**src/rtl/muldiv_hilo_unit.sv**
```systemverilog
// muldiv_hilo_unit: multi-cycle multiply/divide unit with a private HI/LO pair.
// It accepts one MULT/MULTU/DIV/DIVU/MTHI/MTLO request at a time through a
// valid/ready handshake and commits results to HI/LO unless a flush cancels
// the operation first.
//
// Ports:
//   clk        clock; all state changes on the rising edge
//   reset      synchronous, active-high
//   req_valid  request present
//   req_ready  request can be accepted (= !busy && !cancel)
//   req_op     0 MULT, 1 MULTU, 2 DIV, 3 DIVU, 4 MTHI, 5 MTLO, 6-7 no-op
//   req_src1   multiplicand / dividend / MTHI-MTLO data
//   req_src2   multiplier / divisor
//   cancel     exception flush; abandons any in-flight operation
//   busy       operation in flight (HI/LO stale)
//   done       one-cycle pulse after a HI/LO commit
//   hi, lo     HI and LO registers
module muldiv_hilo_unit #(
  parameter int unsigned WIDTH      = 32,
  parameter int unsigned MUL_STAGES = 2
) (
  input  logic             clk,
  input  logic             reset,
  input  logic             req_valid,
  output logic             req_ready,
  input  logic [2:0]       req_op,
  input  logic [WIDTH-1:0] req_src1,
  input  logic [WIDTH-1:0] req_src2,
  input  logic             cancel,
  output logic             busy,
  output logic             done,
  output logic [WIDTH-1:0] hi,
  output logic [WIDTH-1:0] lo
);

  localparam int unsigned CW_DIV = $clog2(WIDTH) + 1;
  localparam int unsigned CW_MUL = $clog2(MUL_STAGES) + 1;
  localparam int unsigned CNT_W  = (CW_DIV > CW_MUL) ? CW_DIV : CW_MUL;
  localparam logic [CNT_W-1:0] DIV_LOAD = CNT_W'(WIDTH - 1);
  localparam logic [CNT_W-1:0] MUL_LOAD = CNT_W'(MUL_STAGES - 1);

  typedef enum logic [1:0] {
    S_IDLE,
    S_MUL,
    S_DIV,
    S_FIX
  } state_t;

  state_t           state;
  logic [CNT_W-1:0] cnt;

  // Multiplier operands, extended to WIDTH+1 bits at acceptance.
  logic [WIDTH:0]   mul_a;
  logic [WIDTH:0]   mul_b;

  // Divider working registers.
  logic [WIDTH-1:0] quot;
  logic [WIDTH-1:0] rem;
  logic [WIDTH-1:0] dvsr;
  logic [WIDTH-1:0] dvnd_raw;
  logic             neg_q;
  logic             neg_r;
  logic             div_zero;

  logic             accept;
  logic             div_signed;
  logic             s1_neg;
  logic             s2_neg;
  logic [WIDTH-1:0] abs1;
  logic [WIDTH-1:0] abs2;
  logic [2*WIDTH-1:0] mul_a_ext;
  logic [2*WIDTH-1:0] mul_b_ext;
  logic [2*WIDTH-1:0] prod;
  logic [WIDTH:0]   shifted;
  logic [WIDTH:0]   diff;

  assign req_ready = !busy && !cancel;
  assign accept    = req_valid && req_ready;

  always_comb begin
    div_signed = (req_op == 3'd2);
    s1_neg     = div_signed && req_src1[WIDTH-1];
    s2_neg     = div_signed && req_src2[WIDTH-1];
    abs1       = s1_neg ? -req_src1 : req_src1;
    abs2       = s2_neg ? -req_src2 : req_src2;

    // Low 2*WIDTH bits of the product of the WIDTH+1-bit extended operands.
    mul_a_ext  = {{(WIDTH-1){mul_a[WIDTH]}}, mul_a};
    mul_b_ext  = {{(WIDTH-1){mul_b[WIDTH]}}, mul_b};
    prod       = mul_a_ext * mul_b_ext;

    // One restoring step: a borrow out of diff means restore.
    shifted    = {rem, quot[WIDTH-1]};
    diff       = shifted - {1'b0, dvsr};
  end

  always_ff @(posedge clk) begin
    if (reset) begin
      state    <= S_IDLE;
      cnt      <= '0;
      mul_a    <= '0;
      mul_b    <= '0;
      quot     <= '0;
      rem      <= '0;
      dvsr     <= '0;
      dvnd_raw <= '0;
      neg_q    <= 1'b0;
      neg_r    <= 1'b0;
      div_zero <= 1'b0;
      busy     <= 1'b0;
      done     <= 1'b0;
      hi       <= '0;
      lo       <= '0;
    end else begin
      done <= 1'b0;
      if (cancel) begin
        state <= S_IDLE;
        busy  <= 1'b0;
      end else begin
        case (state)
          S_IDLE: begin
            if (accept) begin
              case (req_op)
                3'd0, 3'd1: begin
                  mul_a <= {(req_op == 3'd0) && req_src1[WIDTH-1], req_src1};
                  mul_b <= {(req_op == 3'd0) && req_src2[WIDTH-1], req_src2};
                  cnt   <= MUL_LOAD;
                  state <= S_MUL;
                  busy  <= 1'b1;
                end
                3'd2, 3'd3: begin
                  quot     <= abs1;
                  rem      <= '0;
                  dvsr     <= abs2;
                  dvnd_raw <= req_src1;
                  neg_q    <= s1_neg ^ s2_neg;
                  neg_r    <= s1_neg;
                  div_zero <= (req_src2 == '0);
                  cnt      <= DIV_LOAD;
                  state    <= S_DIV;
                  busy     <= 1'b1;
                end
                3'd4: begin
                  hi   <= req_src1;
                  done <= 1'b1;
                end
                3'd5: begin
                  lo   <= req_src1;
                  done <= 1'b1;
                end
                default: done <= 1'b1;
              endcase
            end
          end
          S_MUL: begin
            if (cnt == '0) begin
              {hi, lo} <= prod;
              state    <= S_IDLE;
              busy     <= 1'b0;
              done     <= 1'b1;
            end else begin
              cnt <= cnt - CNT_W'(1);
            end
          end
          S_DIV: begin
            quot <= {quot[WIDTH-2:0], ~diff[WIDTH]};
            rem  <= diff[WIDTH] ? shifted[WIDTH-1:0] : diff[WIDTH-1:0];
            if (cnt == '0) begin
              state <= S_FIX;
            end else begin
              cnt <= cnt - CNT_W'(1);
            end
          end
          S_FIX: begin
            // Signed overflow needs no special case: |MIN|/1 = 2^(W-1) and
            // negating it wraps back to the same pattern, remainder 0.
            if (div_zero) begin
              lo <= '1;
              hi <= dvnd_raw;
            end else begin
              lo <= neg_q ? -quot : quot;
              hi <= neg_r ? -rem : rem;
            end
            state <= S_IDLE;
            busy  <= 1'b0;
            done  <= 1'b1;
          end
          default: begin
            state <= S_IDLE;
            busy  <= 1'b0;
          end
        endcase
      end
    end
  end

endmodule

```
**config.mk**
```make
export PLATFORM = sky130hd
export DESIGN_NAME = muldiv_hilo_unit
export DESIGN_NICKNAME = d
export VERILOG_FILES = /design/src/rtl/muldiv_hilo_unit.sv
export SDC_FILE = /design/constraint.sdc
export NUM_CORES = 2
export LEC_CHECK = 0
export CORE_ASPECT_RATIO = 1.2
export CORE_UTILIZATION = 55
export DETAILED_ROUTE_END_ITERATION = 6
export HOLD_SLACK_MARGIN = 0.08
export PLACE_DENSITY_LB_ADDON = 0.25
export SLEW_MARGIN = 25
export SYNTH_ARGS = -nofsm -noshare
export SYNTH_HDL_FRONTEND = slang
export SYNTH_SLANG_ARGS = --single-unit
```
**constraint.sdc**
```tcl
create_clock -name clk -period 8.4 [get_ports clk]
set_clock_uncertainty 0.1 [all_clocks]
set_input_delay 2.1 -clock clk [delete_from_list [all_inputs] [get_ports clk]]
set_output_delay 2.1 -clock clk [all_outputs]
set_load 0.05 [all_outputs]
```
# [Word level (Yosys, flattened, before mapping)]
# Index checks and enable logic that the tools add are counted.
[word_totals] ff_bits=271 latch_bits=0 mem_bits_rw=0 rom_bits=0 in_bits=71 output_inout_bits=67 memories=0
[classes] add_sub_neg=6 mul=1 div=0 order_cmp=0 n_eq_ne=17 shift=0 muxes=38 bitwise_logic=3 reduce_logical=28
[op_table] op="2-to-1 mux 32 bit" n=17
[op_table] op="case mux 32 bit (3 select lines)" n=2
[op_table] op="negator 32 bit" n=4
[op_table] op="case mux 32 bit (2 select lines)" n=2
[op_table] op="multiplier 33 x 33 -> 64 bit" n=1
[op_table] op="subtractor 33 x 32 -> 33 bit" n=1
[op_table] op="zero test 32 bit" n=1
[op_table] op="case mux 6 bit (2 select lines)" n=2
[op_table] op="AND reduction 4 bit" n=5
[op_table] op="AND reduction 5 bit" n=3
[op_table] op="2-to-1 mux 6 bit" n=2
[op_table] op="inequality test 2 bit (second input constant)" n=5
[op_table] op="case mux 2 bit (4 select lines)" n=1
[op_table] op="OR reduction 2 bit" n=4
[op_table] op="equality test 3 x 2 -> 1 bit (second input constant)" n=2
[op_table] op="equality test 3 bit (second input constant)" n=2
[op_table] op="logical AND 1 bit" n=6
[op_table] op="zero test 6 bit" n=1
[op_table] op="2-to-1 mux 1 bit" n=6
[op_table] op="2-to-1 mux 2 bit" n=3
[op_table] op="inequality test 2 x 1 -> 1 bit (second input constant)" n=3
[op_table] op="case mux 1 bit (3 select lines)" n=2
[op_table] op="subtractor 6 x 1 -> 6 bit (second input constant)" n=1
[op_table] op="equality test 2 bit (second input constant)" n=2
[op_table] op="12 further kinds" n=15

# [Logic depth before layout (Yosys ltp)]
[logic_depth] ltp_word=6 depth_mapped=30

# [Worst setup path before layout]
# Ideal clock, no wire load.
[synth_path] path_kind="register to register" start="register mul_b[3]" end="register hi[30]" setup_ns=0.120 t_arrival_ns=7.732 setup_slack_ns=0.448 stages_incl_launch_ff=29 path_buffers=2 synth_period_minus_slack_ns=7.952 path_cell_list="dfxtp_1 > clkbuf_1 > clkbuf_1 > nand2_1 > fa_1 > fa_1 > inv_1 > fa_1 > inv_1 > fa_1 > fa_1 > inv_1 > fa_1 > fa_1 > inv_1 > fa_1 > inv_1 > ha_1 > a21o_1 > a21o_1 > a211o_1 > a41o_1 > a2111oi_4 > a31oi_2 > a221oi_2 > o21ai_1 > a311oi_1 > o32ai_1 > o21bai_1"
[synth_between] elab_chain_cells=3
[synth_lines] item="start, declared" line="54" text="logic [WIDTH:0] mul_b;"
[synth_lines] item="start signal, assigned" line="126" text="mul_b <= {(req_op == 3'd0) && req_src2[WIDTH-1], req_src2};"
[synth_lines] item="multiplier 33 x 33 -> 64 bit" line="90" text="prod = mul_a_ext * mul_b_ext;"
[synth_lines] item="2-to-1 mux 32 bit" line="156" text="if (cnt == '0) begin"
[synth_lines] item="case mux 32 bit (3 select lines)" line="120" text="case (state)"
[synth_lines] item="end signal, assigned" line="144" text="hi <= req_src1;"
[synth_lines] item="end signal, assigned" line="157" text="{hi, lo} <= prod;"
[synth_lines] item="end signal, assigned" line="179" text="hi <= dvnd_raw;"
[synth_lines] item="end, declared" line="32" text="output logic [WIDTH-1:0] hi,"
# Every way passes these cells. The select of a mux whose other input is x is not followed.
# A chain may end at the register's enable or synchronous reset.

# [Worst setup path in the final report]
[layout_path] start="register mul_b[9]" end="register hi[30]"
# The elaborated chain is that of the path after synthesis.

==> flow_metrics.py <==
metrics = {
    "run_status": {
        "outcome": "complete, no violations",
    },
    "setup_path": {
        "crit_type": "flip-flop to flip-flop",
        "r2r-end": "hi[30]$_SDFFE_PP0P_",
        "slowest_stage": "fa_1",
        "crit_fanout": 17,
        "path_buf_inv": 6,
        "path_common_cell": "fa_1",
        "worst_setup_path_end_kind": "flip-flop",
        "reg2reg_slack_ns": 0.24,
        "required_ns": 8.76,
        "startpoint_type": "flip-flop",
        "r2r_start": "mul_b[9]$_SDFFE_PP0P_",
        "cpLargestDelayFamily": "adder cells",
        "arrival_ns": 8.52,
        "cpPeakStageDelay_ns": 0.59,
        "r2r_cells": 26,
    },
    "hold_path": {
        "hold_depth": 2,
        "worstHoldEndpoint": "dvnd_raw[16]$_SDFFE_PP0P_",
        "hold_path.class": "flip-flop to flip-flop",
        "min-delay-start": "dvnd_raw[16]$_SDFFE_PP0P_",
    },
    "clock_network": {
        "cts_buffers": 34,
        "clock_sinks": 271,
        "cts_tree": "done",
        "worst_skew_pair.late_latency_ns": 0.58,
        "clockBufferDepth": 3,
        "clkTransAtPathRegs_ns": 0.07,
        "ctsHtreeMaxLevel": 2,
        "cts_hold_buf": 0,
        "cts_root_buf": "clkbuf_16",
    },
    "detailed_routing": {
        "postRouteAntennaNets": 0,
        "drc": 0,
        "post_drt_wl_per_cell_um": 20.6,
        "drt-vias-per-instance": 5.65,
        "wl_mm": 156,
        "first_pass_iters": 6,
        "route.vias.total": 42800,
        "drt-initial-drc-count": 3078,
    },
    "grt": {
        "antenna_found_initial": 2,
        "grt_usage_pct": 32.4,
        "grt_pass1_wl_mm": 249,
        "grt_remaining_overflow": 0,
        "grt_pass1_vias": 44500,
        "grt_max_degree": 100,
    },
    "place": {
        "gp_congestion": 0.921,
        "io_buffer_count": 137,
        "dp.final_hpwl_mm": 127,
        "pre_cts_slack_ns": 0.0823,
        "placedCellCount": 7497,
        "placed_cell_area_sq_um": 57500,
    },
    "logic_synthesis": {
        "syn_area_per_cell_sq_um": 8.60,
        "synth_nets": 7713,
        "synth_edf_count": 0,
        "ys_async_sr_fraction_pct": 0,
        "synth_cell_types": 85,
        "yosysSeqAreaShare_pct": 10.1,
        "ys_top_cells_by_area": "fa_1 (42%), dfxtp_1 (10%), inv_1 (8.2%)",
        "synth_top_cell_by_area": "fa_1",
        "synth-seq-cells": 271,
        "synth_most_common_cell": "inv_1",
        "synth_area_sq_um": 53900,
        "yosys_warnings": 0,
        "ys_top_cells_by_count": "inv_1 (1181), fa_1 (1126), nand2_1 (983)",
        "synth_ff_type": "dfxtp_1",
        "synth_top_area_share_pct": 41.8,
        "syn_inst": 6263,
    },
    "floorplanning": {
        "dieArea_sq_um": 99200,
        "die_x_um": 288,
        "io_pins": 138,
        "initial_core_util_pct": 55.6,
        "num_rows": 125,
        "fp.dieH_um": 345,
        "core_area_sq_um": 97000,
    },
    "final_layout": {
        "layout-drive-gt1-share_pct": 5.90,
        "layoutNonFillerInstCount": 7572,
        "final_cell_area_sq_um": 59000,
        "area.growth.synth_to_final_pct": 9.59,
        "final_nets": 7726,
        "n_fill_cell": 8468,
    },
    "sta": {
        "hold_viol": 0,
        "slew_violations": 0,
        "setup_viol": 0,
        "min_period_ns": 8.16,
        "fmax_mhz": 123,
        "setup_ws_ns": 0.238,
        "fin_hold_ws_ns": 0.355,
        "fin_crit_sh_pct": 97.2,
        "relSlewSlack_pct": 28.6,
        "max_slew.worst_pin.slew_ns": 1.07,
    },
    "pwr": {
        "vdd_drop_max_mv": 0.153,
        "p_total_mw": 3.90,
        "power_density_nw_per_um2": 66.1,
        "power.leakage_nw": 28.5,
    },
    "run": {
        "cap_violations": 0,
    },
}
-- registers in the layout, indices dropped and copies added, names as in the netlist --
register  flops
neg_q         1
neg_r         1
dvnd_raw     32
state         2
cnt           6
done          1
div_zero      1
busy          1
rem          32
lo           32
dvsr         32
hi           32
mul_b        33
mul_a        33
quot         32
-- layer usage --
layer	up-vias	GRT usage (%)	part of all wire [%]
met1	21600	44.6	41
met2	1761	51.7	46
li1	19100	-	-
met5	-	0	0
met4	0	13.1	4.6
met3	302	4.75	8.3
-- metrics by stage --
step / util, % / setup TNS (ns)
final: 60.9 / 0
after detailed placement: 59.3 / 0
after global placement: 59.3 / 0
after CTS: 60.5 / 0
after global routing: 60.9 / -0.0105
after floorplan: - / 0
-- where the power goes --
group          switching [mW]  internal (mW)  total [mW]
Clock                   0.692          0.960        1.65
Combinational           0.558          0.319       0.877
Sequential             0.0486           1.33        1.37
-- final cells by class --
cell class	count	area (sq um)	area share, %
Sequential cell	271	5470	9.26
Multi-Input combinational cell	4430	42800	72.4
Clock inverter	15	218	0.369
Antenna cell	2	5.00	0.00848
Tap cell	1270	1590	2.69
Inverter	1182	4440	7.52
Timing Repair Buffer	357	3580	6.07
Clock buffer	45	983	1.67
-- placed cells by master, fill, tap and decap left out, drive strengths merged, types with 17 or more instances in the layout --
cell type / n
inv: 1187
fa: 1126
nand2: 983
and2: 545
dfxtp: 271
a21oi: 270
ha: 253
buf: 216
o21ai: 213
nor2: 190
clkdlybuf4s50: 136
xnor2: 112
xor2: 93
a21o: 57
a211oi: 52
nor3: 52
clkbuf: 50
o31ai: 37
nand3: 36
mux2i: 35
nor2b: 35
a311oi: 27
a221oi: 27
or3: 26
nand2b: 24
o211ai: 18
or4: 17
-- repair_timing --
item | 4_1_cts | 5_1_grt
buffers inserted | 0 | 8
endpoints found under the setup margin | 0 | 19
hold endpoints to repair | 0 | 0
gates resized for setup | 0 | 62
-- how the worst max path moves through the flow --
| stage | depth (start not counted) | slack [ns] | endpoint | startpoint |
|---|---|---|---|---|
| after floorplan | 28 | 0.45 | hi[30]$_SDFFE_PP0P_ | mul_b[3]$_SDFFE_PP0P_ |
| after global placement | 25 | 0.13 | hi[27]$_SDFFE_PP0P_ | mul_a[11]$_SDFFE_PP0P_ |
| after detailed placement | 25 | 0.08 | hi[27]$_SDFFE_PP0P_ | mul_a[11]$_SDFFE_PP0P_ |
| after CTS | 25 | 0.002 | hi[27]$_SDFFE_PP0P_ | mul_a[11]$_SDFFE_PP0P_ |
| after global routing | 26 | -0.01 | hi[30]$_SDFFE_PP0P_ | mul_b[18]$_SDFFE_PP0P_ |
| final | 26 | 0.24 | hi[30]$_SDFFE_PP0P_ | mul_b[9]$_SDFFE_PP0P_ |
-- kinds of logic after synthesis --
kind of cell	Yosys count	synth area share [%]
simple gates	1984	17.6
xor+xnor	205	3.33
compound gates	825	9.68
mux	37	0.692
fa+ha+maj	1379	47.7
buf+inv	1562	10.9
flops	271	10.1
-- worst reg2reg max path, cell delays in order (launching register included) --
cell and delay (ns):
dfxtp_4 0.42, buf_12 0.18, nand2_1 0.10, fa_1 0.55
fa_1 0.54, fa_1 0.57, inv_1 0.06, fa_1 0.51
inv_1 0.06, fa_1 0.59, inv_1 0.07, fa_1 0.45
fa_1 0.49, inv_1 0.05, fa_1 0.52, inv_1 0.06
ha_1 0.31, a21o_1 0.23, a211o_1 0.29, a41o_1 0.26
a2111oi_4 0.43, a31oi_4 0.17, a221oi_4 0.30, o21ai_2 0.11
a311oi_2 0.31, o32ai_1 0.14, o21bai_1 0.19
Power figures use the tool's default switching activity.
